===== config.mk =====
export PLATFORM = sky130hd
export DESIGN_NAME = reg_arbiter
export DESIGN_NICKNAME = d
export VERILOG_FILES = /design/src/rtl/reg_arbiter_pkg.sv /design/src/rtl/reg8.sv /design/src/rtl/reg_arbiter_rr_pick.sv /design/src/rtl/reg_arbiter.sv
export SDC_FILE = /design/constraint.sdc
export NUM_CORES = 1
export LEC_CHECK = 0
export CAP_MARGIN = 10
export CORE_MARGIN = 2
export CORE_UTILIZATION = 48
export DETAILED_ROUTE_END_ITERATION = 12
export GPL_ROUTABILITY_DRIVEN = 0
export PLACE_DENSITY_LB_ADDON = 0.2
export SYNTH_ARGS = -nofsm -noshare
export SYNTH_HDL_FRONTEND = slang
export SYNTH_SLANG_ARGS = --single-unit

===== constraint.sdc =====
create_clock -name CLK -period 3 [get_ports CLK]
set_input_delay 0.9 -clock CLK [delete_from_list [all_inputs] [get_ports CLK]]
set_output_delay 0.9 -clock CLK [all_outputs]
set_load 0.01 [all_outputs]

===== src/rtl/reg_arbiter_pkg.sv =====
// Shared definitions for the register arbiter: FSM encoding, default sizes
// and the clock period used by benches.
package reg_arbiter_pkg;

  typedef enum logic [1:0] {
    S_IDLE  = 2'd0,
    S_WRITE = 2'd1,
    S_DONE  = 2'd2
  } state_t;

  localparam int unsigned NREQ_DEF  = 4;
  localparam int unsigned WIDTH_DEF = 8;
  localparam int unsigned CLK_PER   = 10;

  // Index width for NREQ requesters, never narrower than one bit.
  function automatic int unsigned idx_w(input int unsigned n);
    return (n > 1) ? $clog2(n) : 1;
  endfunction

endpackage


===== src/rtl/reg8.sv =====
// Shared data register with synchronous reset and load enable.
module reg8 #(
  parameter int unsigned WIDTH = 8
) (
  input  logic             clk,
  input  logic             rst,
  input  logic             ena,
  input  logic [WIDTH-1:0] d,
  output logic [WIDTH-1:0] q
);

  always_ff @(posedge clk) begin
    if (rst)      q <= '0;
    else if (ena) q <= d;
  end

endmodule


===== src/rtl/reg_arbiter_rr_pick.sv =====
// Combinational round-robin selector: first asserted request at or above ptr,
// wrapping from the top requester back to 0.
module rr_pick
  import reg_arbiter_pkg::*;
#(
  parameter int unsigned NREQ = NREQ_DEF,
  parameter int unsigned IW   = idx_w(NREQ_DEF)
) (
  input  logic [NREQ-1:0] req,
  input  logic [IW-1:0]   ptr,
  output logic [IW-1:0]   winner,
  output logic            any_req
);

  logic [NREQ-1:0] rot;
  logic [IW:0]     sum;
  logic            found;

  // Rotate so that bit j of rot is requester (ptr + j) mod NREQ.
  assign rot     = NREQ'({req, req} >> ptr);
  assign any_req = |req;

  always_comb begin
    winner = '0;
    found  = 1'b0;
    sum    = '0;
    for (int unsigned j = 0; j < NREQ; j++) begin
      if (!found && rot[j]) begin
        found = 1'b1;
        sum   = {1'b0, ptr} + (IW+1)'(j);
        if (sum >= (IW+1)'(NREQ)) sum = sum - (IW+1)'(NREQ);
        winner = sum[IW-1:0];
      end
    end
  end

endmodule


===== src/rtl/reg_arbiter.sv =====
// Round-robin arbiter granting NREQ requesters write access to one shared
// register; each transaction runs IDLE -> WRITE -> DONE.
module reg_arbiter
  import reg_arbiter_pkg::*;
#(
  parameter int unsigned NREQ  = NREQ_DEF,
  parameter int unsigned WIDTH = WIDTH_DEF
) (
  input  logic                  CLK,
  input  logic                  RST,
  input  logic [NREQ-1:0]       REQ,
  input  logic [NREQ*WIDTH-1:0] DIN,
  output logic [NREQ-1:0]       GNT,
  output logic [WIDTH-1:0]      R,
  output logic                  DONE,
  output logic                  BUSY,
  output logic [7:0]            WR_CNT
);

  localparam int unsigned IW = idx_w(NREQ);

  state_t            state_q, state_d;
  logic [IW-1:0]     win_q, win_d, ptr_q, ptr_d, pick;
  logic              any_req;
  logic [NREQ-1:0]   gnt_q, gnt_d;
  logic              ena_q, ena_d;
  logic [WIDTH-1:0]  data_q, data_d, slice;
  logic              done_q, done_d;
  logic [7:0]        cnt_q, cnt_d;
  logic              reg_rst;

  rr_pick #(.NREQ(NREQ), .IW(IW)) u_pick (
    .req     (REQ),
    .ptr     (ptr_q),
    .winner  (pick),
    .any_req (any_req)
  );

  always_comb begin
    slice = '0;
    for (int unsigned i = 0; i < NREQ; i++) begin
      if (win_q == IW'(i)) slice = DIN[i*WIDTH +: WIDTH];
    end
  end

  // Register controls are themselves registered, so R and DONE appear one
  // cycle after the DONE state; GNT therefore spans the WRITE and DONE states.
  always_comb begin
    state_d = state_q;
    win_d   = win_q;
    ptr_d   = ptr_q;
    gnt_d   = gnt_q;
    ena_d   = 1'b0;
    data_d  = data_q;
    done_d  = 1'b0;
    cnt_d   = cnt_q;
    unique case (state_q)
      S_IDLE: begin
        gnt_d = '0;
        if (any_req) begin
          win_d   = pick;
          gnt_d   = NREQ'(1) << pick;
          state_d = S_WRITE;
        end
      end
      S_WRITE: begin
        ena_d   = 1'b1;
        data_d  = slice;
        state_d = S_DONE;
      end
      S_DONE: begin
        gnt_d   = '0;
        done_d  = 1'b1;
        cnt_d   = cnt_q + 8'd1;
        ptr_d   = (win_q == IW'(NREQ-1)) ? '0 : win_q + IW'(1);
        state_d = S_IDLE;
      end
      default: state_d = S_IDLE;
    endcase
  end

  always_ff @(posedge CLK) begin
    if (RST) begin
      state_q <= S_IDLE;
      win_q   <= '0;
      ptr_q   <= '0;
      gnt_q   <= '0;
      ena_q   <= 1'b0;
      data_q  <= '0;
      done_q  <= 1'b0;
      cnt_q   <= '0;
    end else begin
      state_q <= state_d;
      win_q   <= win_d;
      ptr_q   <= ptr_d;
      gnt_q   <= gnt_d;
      ena_q   <= ena_d;
      data_q  <= data_d;
      done_q  <= done_d;
      cnt_q   <= cnt_d;
    end
  end

  assign reg_rst = RST;

  reg8 #(.WIDTH(WIDTH)) u_reg (
    .clk (CLK),
    .rst (reg_rst),
    .ena (ena_q),
    .d   (data_q),
    .q   (R)
  );

  assign GNT    = gnt_q;
  assign DONE   = done_q;
  assign BUSY   = (state_q != S_IDLE);
  assign WR_CNT = cnt_q;

endmodule


# [Word level (Yosys, flattened, before mapping)]
# Index checks and enable logic that the tools add are counted.
[totals] reg_bits=36 word_cells=64 out_inout_bits=22 inputBits=38
[op_classes] n_eq_ne=6 add_sub_neg=9 n_reduce_logical=12 mux=22 n_shift=2 order_cmp=4
[op_table] cell="8-bit 2-to-1 mux" count=4
[op_table] cell="2-bit 2-to-1 mux" count=10
[op_table] cell="3-bit greater-or-equal comparator, second input constant" count=3
[op_table] cell="8-bit by 1-bit adder with 8-bit output, second input constant" count=1
[op_table] cell="4-bit one-hot mux with 2 select lines" count=1
[op_table] cell="8-bit by 2-bit right shift with 4-bit output" count=1
[op_table] cell="2-bit by 1-bit subtractor with 2-bit output, second input constant" count=4
[op_table] cell="2-bit by 2-bit adder with 3-bit output, second input constant" count=2
[op_table] cell="2-bit equality test, second input constant" count=3
[op_table] cell="1-bit 2-to-1 mux" count=5
[op_table] cell="2-bit by 1-bit equality test with 1-bit output, second input constant" count=2
[op_table] cell="2-bit zero test" count=2
[op_table] cell="4-bit 2-to-1 mux" count=1
[op_table] cell="2-bit one-hot mux with 2 select lines" count=1
[op_table] cell="2-bit nonzero test" count=2
[op_table] cell="4-bit OR reduction" count=1
[op_table] cell="1-bit by 2-bit left shift with 4-bit output, first input constant" count=1
[op_table] cell="2-bit by 1-bit adder with 3-bit output, second input constant" count=1
[op_table] cell="2-bit by 3-bit greater-or-equal comparator with 1-bit output, second input constant" count=1
[op_table] cell="1-bit logical AND" count=3
[op_table] cell="1-bit zero test" count=3
[op_table] cell="2-bit by 1-bit adder with 2-bit output, second input constant" count=1
[op_table] cell="2-bit != test, second input constant" count=1
[op_table] cell="2-bit AND reduction" count=1

# [Depth between registers and ports, before layout]
[depth] word_depth=14 ltp_mapped=8 mapped_depth_nobuf=6

# [Cells and area by module]
# A second synthesis with hierarchy kept.
[unflattened] cells_unflattened=206 area_unflattened_um2=1757.9
[modules_own_cells] module="reg_arbiter" cells_each=168 area_per_inst_um2=1398.8 n_inst=1 seq_area_each_um2=560.5
[modules_own_cells] module="reg8" cells_each=26 area_per_inst_um2=285.3 n_inst=1 seq_area_each_um2=160.2
[modules_own_cells] module="rr_pick" cells_each=12 area_per_inst_um2=73.8 n_inst=1 seq_area_each_um2=0.0

# [Worst setup path after synthesis]
# OpenSTA, ideal clock, no wires.
[synth_path] path_type="input -> register" start="input REQ[1]" end="register gnt_q[0] (netlist: GNT[0])" path_buffers=0 cell_stages=4 slack_ps=1245 arrival_ps=1671 required_ps=2916 setup_ps=84 path_cell_list="nor2_1 -> nor4_2 -> or3_4 -> o31ai_2"
[synth_between] elab_chain_cells=14 word_cells_on_any_way=18 cone_classes="shift: 2; mux: 9; reduce/logical: 7"
[synth_lines] element="start: declaration" line="reg_arbiter.sv:11" source="input logic [NREQ-1:0] REQ,"
[synth_lines] element="8-bit by 2-bit right shift with 4-bit output" line="reg_arbiter_rr_pick.sv:20" source="assign rot = NREQ'({req, req} >> ptr);"
[synth_lines] element="1-bit 2-to-1 mux" line="reg_arbiter_rr_pick.sv:28" source="if (!found && rot[j]) begin"
[synth_lines] element="1-bit zero test" line="reg_arbiter_rr_pick.sv:28"
[synth_lines] element="1-bit logical AND" line="reg_arbiter_rr_pick.sv:28"
[synth_lines] element="1-bit 2-to-1 mux" line="reg_arbiter_rr_pick.sv:28"
[synth_lines] element="1-bit zero test" line="reg_arbiter_rr_pick.sv:28"
[synth_lines] element="1-bit logical AND" line="reg_arbiter_rr_pick.sv:28"
[synth_lines] element="1-bit 2-to-1 mux" line="reg_arbiter_rr_pick.sv:28"
[synth_lines] element="1-bit zero test" line="reg_arbiter_rr_pick.sv:28"
[synth_lines] element="1-bit logical AND" line="reg_arbiter_rr_pick.sv:28"
[synth_lines] element="2-bit 2-to-1 mux" line="reg_arbiter_rr_pick.sv:28"
[synth_lines] element="1-bit by 2-bit left shift with 4-bit output" line="reg_arbiter.sv:62" source="gnt_d = NREQ'(1) << pick;"
[synth_lines] element="4-bit 2-to-1 mux (*)" line="reg_arbiter.sv:60" source="if (any_req) begin"
[synth_lines] element="4-bit one-hot mux with 2 select lines (*)" line="reg_arbiter.sv:57" source="unique case (state_q)"
[synth_lines] element="end signal: assignment" line="reg_arbiter.sv:96" source="gnt_q <= gnt_d;"
[synth_lines] element="end: declaration" line="reg_arbiter.sv:25" source="logic [NREQ-1:0] gnt_q, gnt_d;"
# Every way passes the cells marked *; elsewhere a longest branch is shown, timed or not.
# A chain may end at the register's enable or synchronous reset.

# [Final worst setup path]
[layout_path] start="register state_q[0]" end="output BUSY"
[layout_between] elab_chain_cells=1
[layout_lines] element="start: declaration" line="reg_arbiter.sv:22" source="state_t state_q, state_d;"
[layout_lines] element="start signal: assignment" line="reg_arbiter.sv:93" source="state_q <= state_d;"
[layout_lines] element="2-bit nonzero test" line="reg_arbiter.sv:116" source="assign BUSY = (state_q != S_IDLE);"
[layout_lines] element="end: declaration" line="reg_arbiter.sv:16" source="output logic BUSY,"
# No other way between the ends.

==> parameters.txt <==
Parameter                              Value

Worst setup path
  Delay of the slowest cell on the worst path ... 0.58 ns
  Count of buffer and inverter cells on the critical path ... 2
  Worst endpoint required time ... 2.10 ns
  Slowest cell on the critical path ... sky130_fd_sc_hd__dfxtp_1
  Critical path start-end classification ... flip-flop to output port
  Crit path arrival time ... 1.55 ns
  Critical Path Start Type ... flip-flop
  Worst-path cell chain ... nor2_8 -> inv_1 -> clkdlybuf4s50_1
  Biggest fanout along the worst timing path ... 9
  Top cell family by delay on the critical path ... buffers and inverters
  Kind of end point of the critical path ... output port

STA
  Time the worst path needs with I/O delays and setup ... 2.45 ns
  Final-report setup violation count ... 0
  Worst Skew ... 0.0121 ns
  Final Max Slew Viols ... 0
  Accumulated negative setup slack ... 0 ns
  Tightest hold margin ... 0.491 ns
  Fmax achieved ... 0.408 GHz
  Number of hold violations in the final report ... 0
  Post-route fraction of the period consumed by the critical path ... 0.817
  Transition at the pin with the smallest max-transition slack ... 0.655 ns
  Slew margin rel. ... 0.562
  Unrepaired setup endpoints after global routing ... false

Routing
  Post-detailed-route via-to-cell ratio ... 5.25
  Via count ... 1,608
  Routed wirelength normalized by instance count ... 11.8 um
  Total DRC errors in the routed layout ... 0
  Initial DRT Pass Iterations ... 4
  Antenna-violating nets left ... 0
  Final routed wirelength across all metal layers ... 3.62 mm
  Number of design-rule violations left by the first detailed-router iteration ... 86

Global routing
  Global-route wire length before repair ... 6.05 mm
  Grt total ovfl ... 0
  Pin count of the biggest net entering global routing ... 28
  Vias in the first global route ... 1,371
  Total GRT Usage ... 0.186
  Antenna violations before repair ... 0

Logic synthesis
  Biggest area contributors in the synthesized netlist ... sky130_fd_sc_hd__dfxtp_1, sky130_fd_sc_hd__nor2_1, sky130_fd_sc_hd__a21oi_1, sky130_fd_sc_hd__mux2i_1, sky130_fd_sc_hd__a221oi_1
  Top cell types by occurrence after synthesis ... sky130_fd_sc_hd__dfxtp_1, sky130_fd_sc_hd__nor2_1, sky130_fd_sc_hd__a21oi_1
  Most area-hungry cell type in the Yosys netlist ... sky130_fd_sc_hd__dfxtp_1
  Synth top area share ... 0.413
  Mapped Area ... 1750 um2
  Number of unique standard cell types used by synthesis ... 34
  Sequential share of the synthesized area ... 0.413
  Mean Syn Cell Area ... 8.43 um2
  Syn. warnings ... 0
  Flip-flop and latch count after synthesis ... 36
  Number of cells produced by synthesis ... 207
  Synth Flop Type ... sky130_fd_sc_hd__dfxtp_1
  Number of enable-type register cells in the synthesized netlist ... 0
  Total nets after synthesis ... 250
  Share of flip-flops with an asynchronous set or reset after synthesis ... 0
  Most repeated cell in the gate-level netlist after synthesis ... sky130_fd_sc_hd__dfxtp_1

Layout
  Nets ... 302
  Number of antenna cells inserted ... 0
  Final core utilization ... 0.698
  Number of fill cells in the layout ... 289
  Relative area change from synthesis to final layout ... 36.6%
  Non-filler cells in the finished layout ... 306
  Fraction of layout cells with a size suffix above 1 ... 0.0615

CTS
  Clock tree sinks ... 36
  Root buffer cell ... sky130_fd_sc_hd__clkbuf_4
  Clock latency at the later pin of the worst-skew pair ... 0.35 ns
  Largest buffer count on any clock path ... 2
  CTS tree ... done
  Worst-path clk slew ... 0.10 ns
  Post-CTS sizing ... 0
  Clock H-tree levels ... 2
  Cts bufs inserted ... 5
  Total setup buffers inserted after CTS ... 0
  Hold buffer count at cts ... 0

Placement
  Port bufs ... 59
  Dpl cells ... 298
  Total half-perimeter wirelength after legalization and detailed placement ... 2.83 mm

Floorplan
  Die outline height ... 64.3 um
  Area of the placeable core ... 3420 um2
  Floorplan die area ... 4130 um2
  # rows ... 21
  Effective utilization at floorplan ... 0.511
  Die W ... 64.3 um
  Number of top-level design ports ... 60

Flow run
  Maxcap violations ... 0

Outcome
  Result of the run ... complete, no violations

Power and ir drop
  Maximum ir drop on the vdd rail ... 213 uV
  PwrDens ... 414 nW/um2
  Leak pwr ... 0.912 nW

Worst hold path
  Class of the worst hold path ... flip-flop to flip-flop
==> logic make-up (layout without fill, tap and decap cells) <==
family | Yosys count | count (layout) | synth area share
simple gates | 80 | 80 | 0.237
buf+inv | 26 | 79 | 0.0652
fa+ha+maj | 5 | 5 | 0.0358
flops | 36 | 36 | 0.413
xor+xnor | 7 | 7 | 0.0351
mux | 8 | 8 | 0.0459
compound gates | 45 | 45 | 0.168
==> area by class of cell <==
cell class	count	area, um2	share of cell area
multi-input combinational	145	911	0.382
tap	46	57.6	0.0241
timing repair buffer	60	598	0.251
sequential	36	721	0.302
inverter	11	41.3	0.0173
clock buffer	5	37.5	0.0157
clock inverter	3	18.8	0.00787
==> routing by layer <==
| layer | track usage | wire length, um |
|---|---|---|
| met1 | 0.238 | 1670 |
| met2 | 0.292 | 1630 |
| met3 | 0.0511 | 239 |
| met4 | 0.0798 | 78 |
| met5 | 0 | 0 |
==> worst min-delay path, cell delays in order (launching register included) <==
cell and delay (ns):
sky130_fd_sc_hd__dfxtp_1 0.32, sky130_fd_sc_hd__nand3b_1 0.07, sky130_fd_sc_hd__o31ai_1 0.06
==> flip-flops by register name, indices dropped and copies added, names as in the netlist <==
signal	cells
WR_CNT	8
data_q	8
u_reg.q	8
GNT	4
ptr_q	2
state_q	2
win_q	2
DONE	1
ena_q	1
==> final timing paths <==
path	depth (start not counted)	start	slack [ns]	to
setup reg to reg	6	win_q[0]	1.29	data_q[0]
hold / removal	2	GNT[3]	0.49	GNT[3]
setup / recovery	3	state_q[0]	0.55	BUSY
hold reg to reg	2	GNT[3]	0.49	GNT[3]
==> metrics by stage <==
step                setup slack [ns]  power [mW]  area, um2
finish                         0.549       0.987       2380
global route                   0.484        1.04       2380
CTS                            0.532       0.997       2380
detailed placement             0.617       0.747       2330
global placement               0.670       0.743       2330
floorplan                       1.24       0.657       1750
==> power breakdown <==
part	leakage [nW]	switching [mW]	total (mW)	internal [mW]
combinational	0.584	0.0938	0.207	0.113
sequential	0.293	0.0245	0.529	0.504
clock	0.0349	0.161	0.251	0.0898
total	0.912	0.280	0.987	0.707
==> layout by cell type, fill, tap and decap left out, types with 2 or more instances in the layout <==
cell | Yosys | final
sky130_fd_sc_hd__ha_1 | 5 | 5
sky130_fd_sc_hd__a21oi_1 | 21 | 21
sky130_fd_sc_hd__nand2_1 | 18 | 18
sky130_fd_sc_hd__nor2b_1 | 5 | 5
sky130_fd_sc_hd__a221oi_1 | 8 | 8
sky130_fd_sc_hd__clkbuf_4 | 0 | 5
sky130_fd_sc_hd__nor2_1 | 29 | 29
sky130_fd_sc_hd__mux2i_1 | 8 | 8
sky130_fd_sc_hd__o31ai_1 | 2 | 2
sky130_fd_sc_hd__xor2_1 | 6 | 6
sky130_fd_sc_hd__inv_1 | 11 | 11
sky130_fd_sc_hd__nor3_1 | 9 | 9
sky130_fd_sc_hd__o31ai_2 | 2 | 2
sky130_fd_sc_hd__clkinv_2 | 0 | 2
sky130_fd_sc_hd__clkdlybuf4s50_1 | 0 | 59
sky130_fd_sc_hd__o21ai_0 | 8 | 8
sky130_fd_sc_hd__dfxtp_1 | 36 | 36
sky130_fd_sc_hd__nand3b_1 | 5 | 5
sky130_fd_sc_hd__and3_1 | 2 | 2
sky130_fd_sc_hd__nand4_1 | 4 | 4
Power figures use the tool's default switching activity.
